### src/rtl/pucch_bit_mapper.sv
// PUCCH UCI bit mapper: pops packed UCI words from the bit FIFO and serialises them LSB-first
// into BPSK/QPSK constellation points on a valid/ready symbol stream.
module pucch_bit_mapper #(
  parameter int DATA_WIDTH = 8,
  parameter int MAX_BITS   = 64,
  parameter int SYM_WIDTH  = 16,
  parameter int AMP        = 23170
) (
  input  logic                              clk,
  input  logic                              rst,
  input  logic                              i_start,
  input  logic [$clog2(MAX_BITS+1)-1:0]     i_num_bits,
  input  logic                              i_qpsk,
  input  logic                              i_fifo_empty,
  input  logic [DATA_WIDTH-1:0]             i_fifo_data,
  output logic                              o_fifo_pop,
  output logic signed [SYM_WIDTH-1:0]       o_sym_i,
  output logic signed [SYM_WIDTH-1:0]       o_sym_q,
  output logic                              o_sym_valid,
  input  logic                              i_sym_ready,
  output logic                              o_sym_last,
  output logic                              o_busy,
  output logic                              o_done
);

  localparam int NbW = $clog2(MAX_BITS + 1);
  localparam int WbW = $clog2(DATA_WIDTH + 1);

  localparam logic [2:0] StIdle = 3'd0;
  localparam logic [2:0] StPop  = 3'd1;
  localparam logic [2:0] StLoad = 3'd2;
  localparam logic [2:0] StEmit = 3'd3;
  localparam logic [2:0] StFin  = 3'd4;

  localparam logic signed [SYM_WIDTH-1:0] PosAmp = SYM_WIDTH'(AMP);
  localparam logic signed [SYM_WIDTH-1:0] NegAmp = SYM_WIDTH'(-AMP);

  logic [2:0]            r_state;
  logic [2:0]            w_state_next;
  logic [NbW-1:0]        r_bits_left;
  logic [WbW-1:0]        r_word_bits;
  logic [DATA_WIDTH-1:0] r_shift;
  logic                  r_qpsk;

  logic [NbW-1:0]        w_num_sat;
  logic [NbW-1:0]        w_step_b;
  logic [WbW-1:0]        w_step_w;
  logic                  w_hs;
  logic                  w_frame_end;
  logic                  w_word_end;
  logic                  w_b0;
  logic                  w_b1;
  logic                  w_qbit;

  assign w_num_sat   = (i_num_bits > NbW'(MAX_BITS)) ? NbW'(MAX_BITS) : i_num_bits;
  assign w_step_b    = r_qpsk ? NbW'(2) : NbW'(1);
  assign w_step_w    = r_qpsk ? WbW'(2) : WbW'(1);
  assign w_hs        = o_sym_valid && i_sym_ready;
  assign w_frame_end = (r_bits_left <= w_step_b);
  assign w_word_end  = (r_word_bits <= w_step_w);

  // With a single bit left in QPSK the second bit is padding and reads as 0.
  assign w_b0   = r_shift[0];
  assign w_b1   = r_shift[1] && (r_bits_left >= NbW'(2));
  assign w_qbit = r_qpsk ? w_b1 : w_b0;

  assign o_fifo_pop  = (r_state == StPop) && !i_fifo_empty;
  assign o_sym_valid = (r_state == StEmit);
  assign o_sym_last  = o_sym_valid && w_frame_end;
  assign o_busy      = (r_state != StIdle);
  assign o_done      = (r_state == StFin);
  assign o_sym_i     = !o_sym_valid ? '0 : (w_b0 ? NegAmp : PosAmp);
  assign o_sym_q     = !o_sym_valid ? '0 : (w_qbit ? NegAmp : PosAmp);

  always_comb begin
    w_state_next = r_state;
    case (r_state)
      StIdle: begin
        if (i_start) begin
          w_state_next = (i_num_bits == '0) ? StFin : StPop;
        end
      end
      StPop: begin
        if (!i_fifo_empty) begin
          w_state_next = StLoad;
        end
      end
      StLoad: w_state_next = StEmit;
      StEmit: begin
        if (w_hs) begin
          if (w_frame_end) begin
            w_state_next = StFin;
          end else if (w_word_end) begin
            w_state_next = StPop;
          end
        end
      end
      StFin:   w_state_next = StIdle;
      default: w_state_next = StIdle;
    endcase
  end

  always_ff @(posedge clk or posedge rst) begin
    if (rst) begin
      r_state     <= StIdle;
      r_bits_left <= '0;
      r_word_bits <= '0;
      r_shift     <= '0;
      r_qpsk      <= 1'b0;
    end else begin
      r_state <= w_state_next;
      case (r_state)
        StIdle: begin
          if (i_start && (i_num_bits != '0)) begin
            r_bits_left <= w_num_sat;
            r_qpsk      <= i_qpsk;
          end
        end
        StLoad: begin
          r_shift     <= i_fifo_data;
          r_word_bits <= WbW'(DATA_WIDTH);
        end
        StEmit: begin
          if (w_hs) begin
            r_shift     <= r_qpsk ? (r_shift >> 2) : (r_shift >> 1);
            r_word_bits <= w_word_end ? '0 : (r_word_bits - w_step_w);
            r_bits_left <= w_frame_end ? '0 : (r_bits_left - w_step_b);
          end
        end
        default: ;
      endcase
    end
  end

endmodule

### config.mk
export PLATFORM = sky130hd
export DESIGN_NAME = pucch_bit_mapper
export DESIGN_NICKNAME = d
export VERILOG_FILES = /design/src/rtl/pucch_bit_mapper.sv
export SDC_FILE = /design/constraint.sdc
export NUM_CORES = 1
export LEC_CHECK = 0
export BUFFER_PORTS_ARGS = -buffer_cell sky130_fd_sc_hd__buf_4
export CAP_MARGIN = 10
export CORE_UTILIZATION = 35
export DETAILED_ROUTE_END_ITERATION = 16
export GPL_TIMING_DRIVEN = 0
export HOLD_SLACK_MARGIN = 0.05
export PLACE_DENSITY = 0.63
export RECOVER_POWER = 50
export SKIP_LAST_GASP = 1
export SLEW_MARGIN = 15
export SYNTH_ARGS = -nofsm -noshare
export SYNTH_HDL_FRONTEND = slang
export SYNTH_SLANG_ARGS = --single-unit
### constraint.sdc
create_clock -name clk -period 2.9 [get_ports clk]
set_input_delay 0.435 -clock clk [delete_from_list [all_inputs] [get_ports clk]]
set_output_delay 0.435 -clock clk [all_outputs]
set_load 0.05 [all_outputs]
Word-level counts from Yosys, hierarchy flattened
Index checks and enable logic that the tools add are counted.
{"block": "word_totals", "mem_bits_ro": 0, "latchBits": 0, "ff_bits": 23, "wordCells": 61, "mem_count": 0, "mem_bits_rw": 0, "in_bits": 21}
{"block": "op_classes", "mul": 0, "shift": 0, "reduce_logical": 16, "div": 0, "muxes": 25, "n_addsub": 2, "bitwise": 0, "order_cmp": 4, "eq_ne": 9}
{"operator": "2-to-1 mux 16 bit", "n": 4}
{"operator": "2-to-1 mux 7 bit", "n": 5}
{"operator": "2-to-1 mux 3 bit", "n": 6}
{"operator": "case mux 8 bit (2 select lines)", "n": 1}
{"operator": "case mux 7 bit (2 select lines)", "n": 1}
{"operator": "case mux 3 bit (4 select lines)", "n": 1}
{"operator": "2-to-1 mux 4 bit", "n": 2}
{"operator": "2-to-1 mux 8 bit", "n": 1}
{"operator": "case mux 4 bit (2 select lines)", "n": 1}
{"operator": ">= comparator 7 x 2 -> 1 bit, second input constant", "n": 1}
{"operator": "greater-than comparator 7 bit, second input constant", "n": 1}
{"operator": "less-or-equal comparator 7 x 2 -> 1 bit", "n": 1}
{"operator": "zero test 7 bit", "n": 1}
{"operator": "nonzero test 7 bit", "n": 1}
{"operator": "subtractor 7 x 2 -> 7 bit", "n": 1}
{"operator": "equality test 3 x 2 -> 1 bit, second input constant", "n": 2}
{"operator": "!= test 2 bit, second input constant", "n": 3}
{"operator": "logical AND 1 bit", "n": 5}
{"operator": "less-or-equal comparator 4 x 2 -> 1 bit", "n": 1}
{"operator": "2-to-1 mux 2 bit", "n": 2}
{"operator": "AND reduction 2 bit", "n": 2}
{"operator": "AND reduction 4 bit", "n": 1}
{"operator": "nonzero test 2 bit", "n": 2}
{"operator": "subtractor 4 x 2 -> 4 bit", "n": 1}
{"operator": "other kinds (9)", "n": 9}

Longest topological paths before layout
{"block": "logic_depth", "ltp_word": 6, "mapped_depth": 9, "ltp_nobuf": 8}

Worst setup path before layout
No wires, ideal clock.
{"block": "synth_timing", "path_kind": "register -> output", "startpoint": "register r_qpsk", "endpoint": "output port o_sym_q[10]", "stages_incl_launch_ff": 6, "required_time_ns": 2.465, "path_slack_ns": -0.192, "t_arrival_ns": 2.657, "path_cell_list": "dfrtp_1 -> clkbuf_1 -> inv_1 -> a211o_1 -> a21oi_1 -> buf_4"}
{"block": "synth_via", "elab_chain_len": 3}
{"item": "start: declaration", "line_no": "43", "rtl": "logic r_qpsk;"}
{"item": "start signal: assignment", "line_no": "116", "rtl": "r_qpsk <= i_qpsk;"}
{"item": "2-to-1 mux 1 bit", "line_no": "65", "rtl": "assign w_qbit = r_qpsk ? w_b1 : w_b0;"}
{"item": "2-to-1 mux 16 bit (2 in a row)", "line_no": "73", "rtl": "assign o_sym_q = !o_sym_valid ? '0 : (w_qbit ? NegAmp : PosAmp);"}
{"item": "end: declaration", "line_no": "18", "rtl": "output logic signed [SYM_WIDTH-1:0] o_sym_q,"}
No other way between the ends.

Worst setup path after layout
{"block": "layout_timing", "startpoint": "register r_qpsk", "endpoint": "output port o_sym_last"}
{"block": "layout_via", "elab_chain_len": 3}
{"item": "2-to-1 mux 2 bit", "line_no": "56", "rtl": "assign w_step_b = r_qpsk ? NbW'(2) : NbW'(1);"}
{"item": "less-or-equal comparator 7 x 2 -> 1 bit", "line_no": "59", "rtl": "assign w_frame_end = (r_bits_left <= w_step_b);"}
{"item": "logical AND 1 bit", "line_no": "69", "rtl": "assign o_sym_last = o_sym_valid && w_frame_end;"}
{"item": "end: declaration", "line_no": "21", "rtl": "output logic o_sym_last,"}
No other way between the ends.

==> run summary <==
# clock sinks -> 23
root buf cell -> clkbuf_8
DPL Wire Length -> 3190 um
run status -> finished clean
skew final -> 5.11 ps
worst hold margin -> 366 ps
Hold Vio Cnt, Final -> 0
critical path class -> reg -> out
total track usage -> 17.5%
TritonCTS clock tree -> built
global placer's final weighted congestion -> 0.830
Post-synth EDFFs -> 0
clk_lat worst skew -> 270 ps
Post-DRT Antenna Nets -> 0
critical path capture point type -> primary output
Top Ports -> 58
Final nets -> 296
placed cells -> 332
setup violators final -> 0
largest net degree at the start of global routing -> 24
asr flop ratio synth -> 100%
fraction of layout cells with a size suffix above 1 -> 35.4%
Final Max Tran Viols -> 0
post-synthesis sequential area ratio -> 32.7%
minimum clock period -> 2690 ps
Syn Inst Count -> 209
Clock Tree Buf Depth -> 2
Port Buffers -> 55
Post-CTS Setup Repair Bufs -> 0
final setup TNS -> 0 ps
Core Region -> 0.00479 mm2
number of global-route vias before repair -> 1511
Peak Freq -> 0.371 GHz
die height -> 72.9 um
Mean Syn Cell Area -> 8.42 um2
worst hold path type -> in -> async
final cell count without fillers -> 335
CTS H-tree lvls -> 1
period utilisation layout -> 92.9%
global-route wire length before repair -> 7070 um
DRT iter0 DRCs -> 88
critical path arrival -> 2260 ps
YS warnings -> 0
Worst Setup SP -> r_qpsk
DRC violations left -> 0
Worst R2R Start -> r_qpsk
GRT Residual Overflow -> 0
Max Cap Viol -> 0
routed len/inst -> 12.8 um
1st-pass router iterations -> 4
P&R area growth vs syn -> 29.5%
number of diodes -> 0
main flop type after synthesis -> dfrtp_1
antenna violations before repair -> 0
most frequent cells in the layout -> buf_4 (77), nand2_1 (22), dfrtp_1 (22)
commonest non-fill, non-tap cell in the layout -> buf_4
via/cell ratio -> 4.76
CTS Buf Count -> 3
Die W -> 72.9 um
Layout Utilization -> 47.6%
routed wire length -> 4290 um
actual slew at the worst max-slew pin -> 930 ps
DIE AREA -> 0.00531 mm2
Setup crit start kind -> flip-flop
synthesized area -> 0.00176 mm2
initial cell density of the core -> 36.8%
crit-path max FO -> 8
number of synthesized register bits -> 23
Slew headroom -> 37.9%
count of distinct cell types in the synthesized netlist -> 47
via count -> 1596
unrepaired setup endpoints after global routing -> no
critical path required time -> 2470 ps
clk slew on worst S/H paths -> 90 ps
site row count -> 25
-- worst max-delay path, cell delays in order, from the launching register on --
cell and delay (ps):
dfrtp_2 420, buf_4 200, clkinvlp_4 190, ha_1 320, nor2b_1 150, o21ai_1 190, nand2_1 160, nor2_1 140
buf_4 210
-- through the flow --
step | instance area, um2 | worst slack [ps]
after global routing | 2280 | 9.71
after detailed placement | 2260 | 54.6
after global placement | 2260 | 57.1
final | 2280 | 207
after floorplan | 1770 | 52.9
after CTS | 2310 | 26.4
-- logic make-up (layout without fill, tap and decap cells) --
kind of cell    count (synthesis)  count (layout)  synth area share, %
fa+ha+maj                       6               6                 5.12
compound gates                 58              58                 21.6
other cells                     1               2                0.213
buf+inv                        54             112                 18.6
simple gates                   61              61                 18.4
mux                             6               6                 3.41
flops                          23              23                 32.7
-- Yosys cell counts (3+ instances only) --
master | count | area share (%)
nand2_1 | 22 | 4.7
and3_1 | 3 | 1.1
buf_2 | 3 | 0.85
o22ai_1 | 4 | 1.4
o21ai_1 | 13 | 3.7
a21oi_1 | 12 | 3.4
nor2_1 | 10 | 2.1
clkbuf_1 | 4 | 0.85
a22oi_1 | 4 | 1.7
dfrtp_1 | 23 | 33
inv_1 | 15 | 3.2
o21ai_0 | 7 | 2.0
buf_4 | 28 | 12
ha_1 | 4 | 2.8
nor4_1 | 3 | 1.1
nor3b_1 | 5 | 2.1
mux2i_1 | 6 | 3.4
nor3_1 | 4 | 1.1
-- cell type report --
class                   count  area (um2)
repair buffers             55         390
clock inverters             1        5.00
well taps                  67        83.8
flip-flops and latches     23         577
clock buffers               3        41.3
multi-input cells         133         852
fillers                   494        2510
inverters                  17        67.6
plain buffers              36         262
-- flip-flops by register name, summed over array words and instances, names as in the netlist --
| name | cells |
|---|---|
| r_word_bits | 4 |
| r_qpsk | 1 |
| r_bits_left | 7 |
| r_shift | 8 |
| r_state | 3 |
-- layer usage --
| metal | vias to the layer above | global-route usage (%) | share of wire [%] |
|---|---|---|---|
| met5 | - | 0 | 0 |
| met4 | 0 | 4.14 | 0.58 |
| met3 | 2 | 3.45 | 3.4 |
| met2 | 26 | 28.7 | 48 |
| met1 | 752 | 23.8 | 48 |
| li1 | 816 | - | - |
-- path summary, 6_finish.rpt --
kind                                  endpoint  slack, ps  depth (start not counted)
worst max-delay path                o_sym_last        210                          8
worst min-delay path            r_bits_left[5]        370                          2
worst max register to register      r_state[2]        490                          9
worst min register to register      r_shift[1]        510                          2
max in group asynchronous               r_qpsk       1900                          2
min in group clk                        r_qpsk        370                          3
-- what timing repair did --
item                                   in CTS  in global routing
hold buffers                                0                  0
setup endpoints to repair                   3                  5
endpoints found under the hold margin       0                  0
resized for setup                           2                  4
Power is not shown: default switching activity piles up to over one toggle a cycle in this logic, so the estimate is an artifact.
